$ cat src/rtl/adder_arbiter.sv
// Round-robin arbiter granting four requesters access to one shared multi-cycle adder.
// Operands are latched at grant and held until the adder strobes ready or the wait times out.
module adder_arbiter #(
  parameter int DATA_WIDTH = 8,
  parameter int TIMEOUT    = 15
) (
  input  logic                    clk,
  input  logic                    rst,
  input  logic [3:0]              req,
  input  logic [4*DATA_WIDTH-1:0] op_a,
  input  logic [4*DATA_WIDTH-1:0] op_b,
  input  logic [3:0]              op_add,
  output logic [3:0]              gnt,
  output logic [3:0]              done,
  output logic [DATA_WIDTH-1:0]   res,
  output logic                    err,
  output logic [DATA_WIDTH-1:0]   add_a,
  output logic [DATA_WIDTH-1:0]   add_b,
  output logic                    add_en,
  output logic                    add_enable,
  input  logic                    add_ready,
  input  logic [DATA_WIDTH-1:0]   add_result
);

  typedef enum logic [1:0] {IDLE, BUSY, DONE} state_t;

  localparam logic [7:0] TO_CNT = 8'(TIMEOUT);

  state_t                state_q;
  logic [1:0]            ptr_q;
  logic [1:0]            win_q;
  logic [1:0]            win_d;
  logic [7:0]            cnt_q;
  logic [3:0]            gnt_q;
  logic [3:0]            done_q;
  logic [DATA_WIDTH-1:0] res_q;
  logic                  err_q;
  logic [DATA_WIDTH-1:0] add_a_q;
  logic [DATA_WIDTH-1:0] add_b_q;
  logic                  add_en_q;
  logic                  add_enable_q;
  logic [DATA_WIDTH-1:0] a_d;
  logic [DATA_WIDTH-1:0] b_d;

  // Scan from the farthest offset down so the requester closest to ptr_q wins.
  always_comb begin
    win_d = ptr_q;
    for (int j = 3; j >= 0; j--) begin
      if (req[ptr_q + 2'(j)]) win_d = ptr_q + 2'(j);
    end
  end

  assign a_d = op_a[32'(win_d) * DATA_WIDTH +: DATA_WIDTH];
  assign b_d = op_b[32'(win_d) * DATA_WIDTH +: DATA_WIDTH];

  always_ff @(posedge clk) begin
    if (rst) begin
      state_q      <= IDLE;
      ptr_q        <= 2'd0;
      win_q        <= 2'd0;
      cnt_q        <= 8'd0;
      gnt_q        <= 4'd0;
      done_q       <= 4'd0;
      res_q        <= '0;
      err_q        <= 1'b0;
      add_a_q      <= '0;
      add_b_q      <= '0;
      add_en_q     <= 1'b0;
      add_enable_q <= 1'b0;
    end else begin
      done_q <= 4'd0;
      err_q  <= 1'b0;
      res_q  <= '0;
      case (state_q)
        IDLE: begin
          if (|req) begin
            add_a_q      <= a_d;
            add_b_q      <= b_d;
            add_en_q     <= op_add[win_d];
            gnt_q        <= 4'b0001 << win_d;
            win_q        <= win_d;
            add_enable_q <= 1'b1;
            cnt_q        <= 8'd0;
            state_q      <= BUSY;
          end else begin
            gnt_q        <= 4'd0;
            add_enable_q <= 1'b0;
          end
        end
        BUSY: begin
          // A ready strobe on the final counted cycle still beats the timeout.
          if (add_ready) begin
            res_q        <= add_result;
            done_q       <= gnt_q;
            gnt_q        <= 4'd0;
            add_enable_q <= 1'b0;
            state_q      <= DONE;
          end else if (cnt_q == TO_CNT) begin
            done_q       <= gnt_q;
            err_q        <= 1'b1;
            gnt_q        <= 4'd0;
            add_enable_q <= 1'b0;
            state_q      <= DONE;
          end else begin
            cnt_q <= cnt_q + 8'd1;
          end
        end
        DONE: begin
          ptr_q   <= win_q + 2'd1;
          state_q <= IDLE;
        end
        default: state_q <= IDLE;
      endcase
    end
  end

  assign gnt        = gnt_q;
  assign done       = done_q;
  assign res        = res_q;
  assign err        = err_q;
  assign add_a      = add_a_q;
  assign add_b      = add_b_q;
  assign add_en     = add_en_q;
  assign add_enable = add_enable_q;

endmodule

$ cat config.mk
export PLATFORM = sky130hd
export DESIGN_NAME = adder_arbiter
export DESIGN_NICKNAME = d
export VERILOG_FILES = /design/src/rtl/adder_arbiter.sv
export SDC_FILE = /design/constraint.sdc
export NUM_CORES = 1
export LEC_CHECK = 0
export CAP_MARGIN = 20
export CORE_MARGIN = 4
export CORE_UTILIZATION = 36
export DETAILED_ROUTE_END_ITERATION = 6
export HOLD_SLACK_MARGIN = 0.12
export PLACE_DENSITY = 0.76
export SKIP_CTS_REPAIR_TIMING = 1
export SLEW_MARGIN = 5
export SYNTH_ARGS = -nofsm -noshare
export SYNTH_HDL_FRONTEND = slang
export SYNTH_SLANG_ARGS = --single-unit
$ cat constraint.sdc
create_clock -name clk -period 1.5 [get_ports clk]
set_input_delay 0.375 -clock clk [delete_from_list [all_inputs] [get_ports clk]]
set_output_delay 0.375 -clock clk [all_outputs]
set_load 0.05 [all_outputs]
==> reports/results.ini <==
[place]
dp_hpwl_um=6034
io_buffers=117
finalWeightedCongestion=0.8794
place_inst=450

[floorplanning]
start_util_pct=37.29
rows=29
die_h_um=89.56
top_level_ports=118
dieArea_mm2=0.008021
die_w_um=89.56
coreArea_mm2=0.006422

[cells_and_area]
fin_util_pct=72.37
fin_cells=467
area_growth_pct=94.10
diodes=0
final.fill_count=456
finalNetCount=473
drive_gt1_share_pct=32.31

[clocking]
cts_tree=yes
cts_max_path_buffers=2
clock_sinks=49
clk_latency_ps=310
cts_buffers=5
clkTransAtPathRegs_ps=100
clock-root-buffer=clkbuf_8
ctsHtreeMaxLevel=2

[route]
wire_per_inst_um=17.70
vias=2486
first_pass_iters=4
viasPerCell=5.323
postRouteAntennaNets=0
drc_errors=0
drtIter0Drc=176
wl_um=8264

[timing]
hold-worst-slack_ps=475.9
max-slew-margin-rel_pct=77.79
fin_ws_ps=-242.9
drv_slew=0
finClkSkew_ps=16.88
setup_viol=23
fin_crit_sh_pct=116.2
clock.fmax_ghz=0.5737
hold_viol_final=0
worstMarginPinSlew_ps=332.6
period_minus_slack_ps=1743
rsz0062_at_grt=true

[yosys]
netlist_instances=239
synth-seq-cells=49
synth_common_cells=49 x dfxtp_1, 32 x mux2i_1, 17 x nor2_1, 15 x nand3b_1, 14 x o221ai_1
synth.most_common_cell=dfxtp_1
syn-num-nets=323
synth.top_cell.area_share_pct=40.96
synth.area.top_cells=dfxtp_1 41%, mux2i_1 13%, o221ai_1 5.1%
ys.flop_type=dfxtp_1
yosysTopAreaCell=dfxtp_1
async_reset_ff_share_pct=0
yosysUniqueCellTypes=42
synth_edf_count=0
synth_area_mm2=0.002395
ys_seq_area_share_pct=40.96
syn_avg_cell_area_um2=10.02
ys_warn_count=0

[worst_setup_path]
cp-end-kind=register
path_buf_inv=1
cpMostUsedCell=a2111oi_4
crit_path_start_kind=register
crit_family=simple AND/OR/NAND/NOR gates
crit_path_max_incr_delay_ps=380
crit_type=register to register
critPathArrivalTime_ps=1920
path_max_fanout=4
required_ps=1680
r2r_slack_ps=-240
crit_chain=or3_1 -> nand4b_1 -> nand2_4 -> buf_6 -> a2111oi_4 -> a2111oi_4
worst_path_max_delay_cell=a2111oi_4

[global_route]
grt_pass1_wl_um=11540
overflow=0
grt_antenna_before_repair=0
grt_max_degree=24
globalRouteTotalUtil_pct=18.50
grt_pass1_vias=2451

[pwr]
leakage_nw=1.770
powerDensity_mw_per_mm2=844.4
vdd_drop_max_mv=0.5539

[job]
cap_violations=0

[min_path]
hold_path.class=register to register

[status]
status=finished, violations left
violations=setup timing

==> where the power goes <==
group          switching, mW  internal, mW
logic                  0.676         0.813
registers             0.0936          1.39
clock network          0.451         0.501
total                   1.22          2.70
==> through the flow <==
step	worst slack, ps	power, mW	cell area, um^2	TNS (ps)
after floorplan	-5.943	2.093	2409	-17.83
after global placement	-661.1	2.831	4239	-19160
after detailed placement	-766.5	2.857	4239	-21320
after CTS	-454.2	3.818	4350	-10740
after global routing	-332.5	4.082	4648	-5444
final	-242.9	3.925	4648	-3339
==> cells in the final DEF (no fill, tap or decap), drive strengths merged, types with 3 or more instances in the layout <==
master	count
and2	13
nor2	18
clkbuf	9
a21oi	9
dfxtp	49
o221ai	14
mux2i	32
nand2b	4
nand2	15
clkdlybuf4s50	78
nor3	7
and3	3
a2111oi	6
buf	70
nor4	3
nand3b	15
and4	3
or3	4
xor2	5
nand3	8
==> worst reg2reg max path, cell delays in order (launching register included) <==
cell and delay (ps):
dfxtp_2 340, or3_1 340, nand4b_1 180, nand2_4 120, buf_6 160, a2111oi_4 380, a2111oi_4 90
==> path summary, 6_finish.rpt <==
path	to	startpoint	depth (start not counted)
setup / recovery	add_b[5]	ptr_q[1]	6
hold / removal	win_q[1]	win_q[1]	2
setup reg to reg	add_b[5]	ptr_q[1]	6
hold reg to reg	win_q[1]	win_q[1]	2
==> state kept, by name, summed over array words and instances, names as in the netlist <==
signal and cells:
ptr_q 2, done 4, cnt_q 8, add_en 1
res 8, add_a 8, add_b 8, state_q 2
win_q 2, err 1, gnt 4, add_enable 1
==> routing by layer <==
| metal | track usage [%] | share of wire [%] | vias up |
|---|---|---|---|
| li1 | - | - | 1185 |
| met1 | 21.35 | 39 | 1211 |
| met2 | 33.05 | 54 | 75 |
| met3 | 4.516 | 4.7 | 15 |
| met4 | 6.360 | 2.1 | 0 |
| met5 | 0 | 0 | - |
==> cell type report <==
class	count	area, um^2	area share, %
repair buffers	153	1907	41.02
multi-input cells	178	1539	33.11
flip-flops and latches	49	987.2	21.24
well taps	77	96.34	2.073
clock buffers	6	72.57	1.561
clock inverters	2	38.79	0.8345
inverters	2	7.507	0.1615
==> kinds of logic after synthesis <==
logic type,share of synthesized area (%)
and+or+nand+nor,25.03
buffers and inverters,3.658
DFF,40.96
AOI/OAI and AO/OA,13.90
xor gates and xnor gates,2.560
muxes,13.38
adders and majority gates,0.5224
Power figures use the tool's default switching activity.
